--- config.mk ---
export PLATFORM = sky130hd
export DESIGN_NAME = uart_tx_arbiter
export DESIGN_NICKNAME = d
export VERILOG_FILES = /design/src/rtl/uart_pkg.sv /design/src/rtl/uart_rr_pick.sv /design/src/rtl/uart_tx_arbiter.sv
export SDC_FILE = /design/constraint.sdc
export NUM_CORES = 1
export LEC_CHECK = 0
export CORE_MARGIN = 2
export CORE_UTILIZATION = 40
export DETAILED_ROUTE_END_ITERATION = 10
export MAX_ROUTING_LAYER = met4
export PLACE_DENSITY = 0.74
export SLEW_MARGIN = 20
export SYNTH_ARGS = -nofsm -noshare
export SYNTH_HDL_FRONTEND = slang
export SYNTH_HIERARCHICAL = 1
export SYNTH_SLANG_ARGS = --single-unit
--- constraint.sdc ---
create_clock -name clk -period 3.3 [get_ports clk]
set_input_delay 0.99 -clock clk [delete_from_list [all_inputs] [get_ports clk]]
set_output_delay 0.99 -clock clk [all_outputs]
set_load 0.02 [all_outputs]
--- src/rtl/uart_pkg.sv ---
// Shared types and sizing helpers for the UART transmit arbiter.
package uart_pkg;

    localparam int UART_DATA_WIDTH = 8;

    typedef enum logic [2:0] {
        IDLE,
        LAUNCH,
        WAIT_BUSY,
        WAIT_DONE,
        GAP
    } uart_arb_state_t;

    // One counter serves both the busy timeout and the inter-frame gap.
    function automatic int cnt_width(input int timeout, input int gap);
        int m;
        m = (timeout > gap) ? timeout : gap;
        return (m < 1) ? 1 : $clog2(m + 1);
    endfunction

endpackage

--- src/rtl/uart_rr_pick.sv ---
// Round-robin winner select: rotate so (last+1) is bit 0, pick lowest set, rotate back.
module uart_rr_pick #(
    parameter int N_REQ = 4,
    parameter int IDX_W = $clog2(N_REQ)
) (
    input  logic [N_REQ-1:0] req,
    input  logic [IDX_W-1:0] last,
    output logic             any_req,
    output logic [IDX_W-1:0] winner
);

    logic [N_REQ-1:0] rot;
    logic [IDX_W-1:0] offs;

    function automatic logic [IDX_W-1:0] wrap_idx(input int v);
        return IDX_W'(v % N_REQ);
    endfunction

    always_comb begin
        rot     = '0;
        offs    = '0;
        any_req = |req;
        for (int i = 0; i < N_REQ; i++)
            rot[i] = req[wrap_idx(int'(last) + 1 + i)];
        for (int i = N_REQ - 1; i >= 0; i--)
            if (rot[i]) offs = IDX_W'(i);
        winner = wrap_idx(int'(last) + 1 + int'(offs));
    end

endmodule

--- src/rtl/uart_tx_arbiter.sv ---
// Shares one UART transmitter among N_REQ requesters, one frame per round-robin grant.
module uart_tx_arbiter
    import uart_pkg::*;
#(
    parameter int N_REQ        = 4,
    parameter int DATA_WIDTH   = UART_DATA_WIDTH,
    parameter int BUSY_TIMEOUT = 16,
    parameter int GAP_CYCLES   = 2
) (
    input  logic                        clk,
    input  logic                        reset,
    input  logic [N_REQ-1:0]            req,
    input  logic [N_REQ*DATA_WIDTH-1:0] req_data,
    output logic [N_REQ-1:0]            ack,
    output logic                        tx_err,
    output logic [$clog2(N_REQ)-1:0]    grant_id,
    output logic                        arb_busy,
    output logic                        uart_enable,
    output logic [DATA_WIDTH-1:0]       uart_data,
    input  logic                        uart_busy
);

    localparam int IDX_W = $clog2(N_REQ);
    localparam int CNT_W = cnt_width(BUSY_TIMEOUT, GAP_CYCLES);
    localparam uart_arb_state_t AFTER_ACK = (GAP_CYCLES == 0) ? IDLE : GAP;

    uart_arb_state_t       state, state_n;
    logic [CNT_W-1:0]      cnt, cnt_n;
    logic [IDX_W-1:0]      last, winner;
    logic                  any_req, launch, done;
    logic [DATA_WIDTH-1:0] req_word [N_REQ];

    for (genvar i = 0; i < N_REQ; i++) begin : g_unpack
        assign req_word[i] = req_data[i*DATA_WIDTH +: DATA_WIDTH];
    end

    uart_rr_pick #(.N_REQ(N_REQ), .IDX_W(IDX_W)) u_pick (
        .req     (req),
        .last    (last),
        .any_req (any_req),
        .winner  (winner)
    );

    always_ff @(posedge clk) begin
        if (reset) begin
            state     <= IDLE;
            cnt       <= '0;
            last      <= IDX_W'(N_REQ - 1);
            grant_id  <= '0;
            uart_data <= '0;
        end else begin
            state <= state_n;
            cnt   <= cnt_n;
            if (launch) begin
                last      <= winner;
                grant_id  <= winner;
                uart_data <= req_word[winner];
            end
        end
    end

    always_comb begin
        state_n = state;
        cnt_n   = cnt;
        launch  = 1'b0;
        done    = 1'b0;
        tx_err  = 1'b0;
        case (state)
            IDLE: begin
                if (any_req && !uart_busy) begin
                    launch  = 1'b1;
                    state_n = LAUNCH;
                end
            end
            LAUNCH: begin
                state_n = WAIT_BUSY;
                cnt_n   = '0;
            end
            WAIT_BUSY: begin
                if (uart_busy) begin
                    state_n = WAIT_DONE;
                end else if (cnt == CNT_W'(BUSY_TIMEOUT)) begin
                    done    = 1'b1;
                    tx_err  = 1'b1;
                    state_n = AFTER_ACK;
                    cnt_n   = '0;
                end else begin
                    cnt_n = cnt + 1'b1;
                end
            end
            WAIT_DONE: begin
                if (!uart_busy) begin
                    done    = 1'b1;
                    state_n = AFTER_ACK;
                    cnt_n   = '0;
                end
            end
            GAP: begin
                if (cnt == CNT_W'(GAP_CYCLES - 1)) begin
                    state_n = IDLE;
                    cnt_n   = '0;
                end else begin
                    cnt_n = cnt + 1'b1;
                end
            end
            default: state_n = IDLE;
        endcase
    end

    // Enable is gated by busy so a misbehaving UART can never see a strobe mid-frame.
    always_comb begin
        ack = '0;
        if (done) ack[grant_id] = 1'b1;
    end

    assign uart_enable = (state == LAUNCH) && !uart_busy;
    assign arb_busy    = (state != IDLE);

endmodule
Word level (Yosys, flattened, before mapping)
Cells that the tools add are included.
{"block": "word_totals", "regBits": 20, "input_bits": 39, "output_inout_bits": 17, "elab_cells": 76}
{"block": "op_classes", "n_addsub": 6, "n_lt_le_gt_ge": 7, "eq_ne": 11, "muxes": 36, "bitwise_logic": 1, "reduce_logical": 10}
{"cell": "$mux 5", "count": 4}
{"cell": "$pmux 5 s4", "count": 1}
{"cell": "$bmux 8 s2", "count": 1}
{"cell": "$mux 8", "count": 2}
{"cell": "$lt 2x3->1 const B", "count": 5}
{"cell": "$mux 3", "count": 5}
{"cell": "$pmux 3 s5", "count": 1}
{"cell": "$mux 1", "count": 11}
{"cell": "$bmux 1 s2", "count": 4}
{"cell": "$mux 2", "count": 4}
{"cell": "$ne 2x2->1 const B", "count": 4}
{"cell": "$eq 3x2->1 const B", "count": 2}
{"cell": "$add 5x1->5 const B", "count": 1}
{"cell": "$eq 5x1->1 const B", "count": 1}
{"cell": "$eq 5x5->1 const B", "count": 1}
{"cell": "$add 2x1->2 const B", "count": 2}
{"cell": "$add 2x2->2 const B", "count": 2}
{"cell": "$mux 4", "count": 1}
{"cell": "$reduce_and 4->1", "count": 1}
{"cell": "$reduce_bool 4->1", "count": 1}
{"cell": "$reduce_or 4->1", "count": 1}
{"cell": "$eq 3x1->1 const B", "count": 1}
{"cell": "$eq 3x3->1 const B", "count": 1}
{"cell": "$ge 3x3->1 const B", "count": 1}
{"cell": "other kinds (11)", "count": 13}

Logic depth before layout (Yosys ltp)
Gate-level depths: netlist of run 1.
{"block": "depth", "ltp_word": 13, "mapped_depth": 13, "mapped_depth_nobuf": 11}

Hierarchy
The synthesis of run 1 kept the hierarchy.
{"mod": "uart_tx_arbiter", "instances": 1, "cells_per_inst": 136, "area_each_um2": 1229.9, "seq_area_each_um2": 400.4}
{"mod": "uart_rr_pick", "instances": 1, "cells_per_inst": 26, "area_each_um2": 200.2, "seq_area_each_um2": 0.0}

Worst setup path before layout of run 1
Ideal clock, no wire load.
{"block": "synth_timing", "kind": "input to register", "from": "in req[0]", "to": "reg uart_data[0]", "setup_time_ns": 0.132, "t_arrival_ns": 2.901, "required_time_ns": 3.168, "path_slack_ns": 0.266, "cell_stages": 12, "n_path_buf": 1, "path_cell_list": "nor2_1 -> a2bb2oi_1 -> o22ai_1 -> o21a_1 -> ha_1 -> xnor2_1 -> xnor2_1 -> xnor2_1 -> clkbuf_1 -> mux4_2 -> nand2_1 -> a21oi_1"}
{"block": "synth_between", "elab_chain_cells": 11, "elab_cells_between_ends": 21, "classes_between": "add/sub: 1; mux: 17; bitwise: 1; reduce/logical: 2"}
{"item": "from (decl)", "line_no": "uart_tx_arbiter.sv:12", "rtl": "input logic [N_REQ-1:0] req,"}
{"item": "$bmux 1 s2", "line_no": "uart_rr_pick.sv:24", "rtl": "rot[i] = req[wrap_idx(int'(last) + 1 + i)];"}
{"item": "$mux 1 (implied by the code)", "line_no": "uart_rr_pick.sv:24"}
{"item": "$mux 2 (3 in series)", "line_no": "uart_rr_pick.sv:26", "rtl": "if (rot[i]) offs = IDX_W'(i);"}
{"item": "$mux 2 *", "line_no": "uart_rr_pick.sv:26"}
{"item": "$add 2x2->2 *", "line_no": "uart_rr_pick.sv:27", "rtl": "winner = wrap_idx(int'(last) + 1 + int'(offs));"}
{"item": "named net winner[1]", "line_no": "uart_tx_arbiter.sv:29", "rtl": "logic [IDX_W-1:0] last, winner;"}
{"item": "$not 2->3 (implied by the code) *", "line_no": "uart_tx_arbiter.sv:57", "rtl": "uart_data <= req_word[winner];"}
{"item": "$bmux 8 s2 *", "line_no": "uart_tx_arbiter.sv:57"}
{"item": "$mux 8 (implied by the code) * (2 in series)", "line_no": "uart_tx_arbiter.sv:57"}
{"item": "to (signal assigned)", "line_no": "uart_tx_arbiter.sv:57"}
{"item": "to (decl)", "line_no": "uart_tx_arbiter.sv:19", "rtl": "output logic [DATA_WIDTH-1:0] uart_data,"}
Mark *: on every way through the listed nets, which the timed path passes. The rest lies on a longest branch. The select of a mux whose other input is x is not followed.
A chain may end at the register's enable or synchronous reset.

Worst setup path in the final report of run 1
{"block": "layout_timing", "from": "in req[3]", "to": "reg uart_data[6]"}
Same word-level chain as after synthesis.

==> results of run 1 <==
-- tightest hold or removal path: stages (launching register included) --
cell and delay (ns):
dfxtp_1 0.32, nand2_1 0.05, a21oi_1 0.06
-- kinds of logic after synthesis --
kind of cell / count (synthesis)
xor+xnor: 3
buf+inv: 17
compound gates: 39
fa+ha+maj: 4
flops: 20
mux: 9
simple gates: 70
-- cell type report --
class                           instances  area share
Clock buffer                            3      0.0104
Multi-Input combinational cell        125       0.441
Inverter                                8      0.0138
Sequential cell                        20       0.184
Tap cell                               46      0.0265
Timing Repair Buffer                   69       0.324
-- layout by cell type, fill, tap and decap left out, types with 3 or more instances in the layout --
cell	n
nor3_1	3
buf_4	10
nor2_1	6
o22ai_1	3
a32oi_1	3
inv_1	8
dfxtp_1	20
ha_1	3
dlymetal6s2s_1	3
o21ai_1	3
nand3_1	5
a21oi_1	13
clkbuf_4	3
nor3b_1	5
mux4_2	8
clkdlybuf4s50_1	45
dlygate4sd2_1	5
nand2_1	28
nand2b_1	9
-- power groups by stage --
stage | Clock, W | Combinational (W) | Sequential (W)
finish | 0.000111 | 0.00111 | 0.000409
global route | 0.000123 | 0.00119 | 0.000422
CTS | 0.000114 | 0.00101 | 0.000406
detailed placement | 0 | 0.00101 | 0.000410
global placement | 0 | 0.000992 | 0.000403
floorplan | 0 | 0.000653 | 0.000420
-- state kept, by name (all words and copies together) (netlist names) --
signal and cells:
uart_data 8, cnt 5, state 3, grant_id 2, last 2
-- routing by layer --
layer / vias up / share of wire / GRT usage
met5: - / 0 / -
met4: 0 / 0.0052 / 0.0598
met3: 2 / 0.067 / 0.0352
met2: 74 / 0.51 / 0.336
met1: 676 / 0.41 / 0.206
li1: 719 / - / -
-- metrics by stage --
stage | instances | area [um2]
after detailed placement | 266 | 2090
after global routing | 271 | 2170
after floorplan | 162 | 1430
after global placement | 266 | 2090
final | 271 | 2170
after CTS | 269 | 2110
-- worst paths after layout --
kind	from	to	slack, ns	cells past startpoint
min reg2reg	uart_data[2]	uart_data[2]	0.47	2
max reg2reg	last[1]	uart_data[6]	0.64	12
max	req[3]	uart_data[6]	0.12	13
min	uart_data[2]	uart_data[2]	0.47	2
-- repair_timing --
item | in CTS | in global routing
pin swaps | 0 | 3
setup endpoints to repair | 6 | 8
hold endpoints to repair | 0 | 0
gates resized for setup | 12 | 10
cloned | 0 | 1
buffers inserted | 0 | 1
==> results.toml, run 1 <==
[status]
status = "completed"

[synth]
synth_fp_nets = 205
yosysTopAreaCell = "dfxtp_1"
synth_seq_cells = 20
synth-simple-area-share = 0.270
synth_compound_area_frac = 0.200
synth_mux_area_frac = 0.133
synth_edf_count = 0
synthFlopType = "dfxtp_1"
avgSynthCellArea_um2 = 8.83
synth_warnings = 6
synth_top_family_by_area = "simple AND/OR/NAND/NOR gates"
synth_area_um2 = 1430
synthTopCellsByArea = "dfxtp_1 28%, mux4_2 13%, nand2_1 7.3%, a21oi_1 4.5%, nand2b_1 3.9%"
synth_cell_type_count = 43
synth_common_cells = "28 x nand2_1, 20 x dfxtp_1, 13 x a21oi_1"
synth_xor_area_frac = 0.0184
synthAdderAreaFrac = 0.0350
yosysMostFrequentCell = "nand2_1"
ys_seq_area_frac = 0.280
synthCells = 162
synth_top_area_frac = 0.280
synthArstFlopShare = 0

[die]
die_h_um = 63.8
die_w_um = 63.8
dieArea_um2 = 4070
initial_core_util = 0.422
core_area_um2 = 3390
rows = 21
io_pins = 56

[global_routing]
grt.total_usage = 0.186
grt_max_degree = 18
grt_pass1_wl_mm = 5.99
antenna_found_initial = 0
grt-ovfl-total = 0
grt_pass1_vias = 1441

[layout]
fillers = 273
n_antenna_cell = 0
utilization = 0.641
nets = 270
seq_area_um2 = 400
area_growth_pct = 52.0
drive_gt1_frac = 0.191
multiInputGateArea_um2 = 958

[pwr]
p_clk_frac = 0.068
power.density_nw_per_um2 = 752
p_int_w = 0.00101
p_sw_w = 0.000621
irDropWorstVdd_v = 0.000441
combPwrFrac = 0.682
p_sw_frac = 0.380
power_frac_seq = 0.250
finalPower_w = 0.00163
p_leak_nw = 0.854

[setup_path]
critPathCaptureType = "register"
cp_top_family = "buffers and inverters"
cp-start-kind = "primary input"
crit_path_frequent_cell = "xnor2_1"
crit_chain = "clkdlybuf4s50_1, nand2b_1, a21boi_1, o221ai_1, o21a_1, ha_2, xnor2_2, xnor2_1, xnor2_1, bufbuf_16, mux4_2, nand2_1, a21oi_1"
crit_type = "primary input to register"
slowest_delay_ns = 0.48
critPathSlowestCell = "clkdlybuf4s50_1"
cp_max_fo = 5
arrival_ns = 3.37
cp.required_ns = 3.49
cp_num_buf_inv = 2

[placement]
dp_slack_ns = -0.346
dp_hpwl_mm = 2.81
port_buffers = 55
place.gp.congestion = 0.781

[route]
ant_nets = 0
drt_iter0_drc = 104
drc = 0
viasPerCell = 5.43
drt-wirelength-per-cell_um = 13.6
drt-total-wl_mm = 3.69
dr_total_vias = 1471
firstDrtPassIters = 5

[clock_tree]
clk-insertion-delay-late_ns = 0.29
cts_buffers = 3
cts-hold-fix-buffers = 0
cts_tree = "built"
max-clock-path-buffers = 2
cts_root_buffer = "clkbuf_4"
clock-sinks = 20
h-tree-depth = 1
clk_pin_slew_ns = 0.10

[timing]
fin_crit_sh = 0.963
tightest_slew_ns = 0.464
drv_slew = 0
setup_viol = 0
relSlewSlack = 0.689
final.min_clock_period_ns = 3.18
tns_ns = 0
hold_viol = 0
max_freq_mhz = 315
finClkSkew_ns = 0.00188
fin_ws_ns = 0.121
whs_ns = 0.469

[job]
cap_violations = 0

[min_path]
holdCritPathClass = "register to register"
Note: power is estimated with default switching activity, not from simulation.
==> run 2: changes to the inputs <==
- SLEW_MARGIN: 20 -> 10
==> results of run 2 <==
The final DEF is identical to that of run 1; final timing and power are the same.
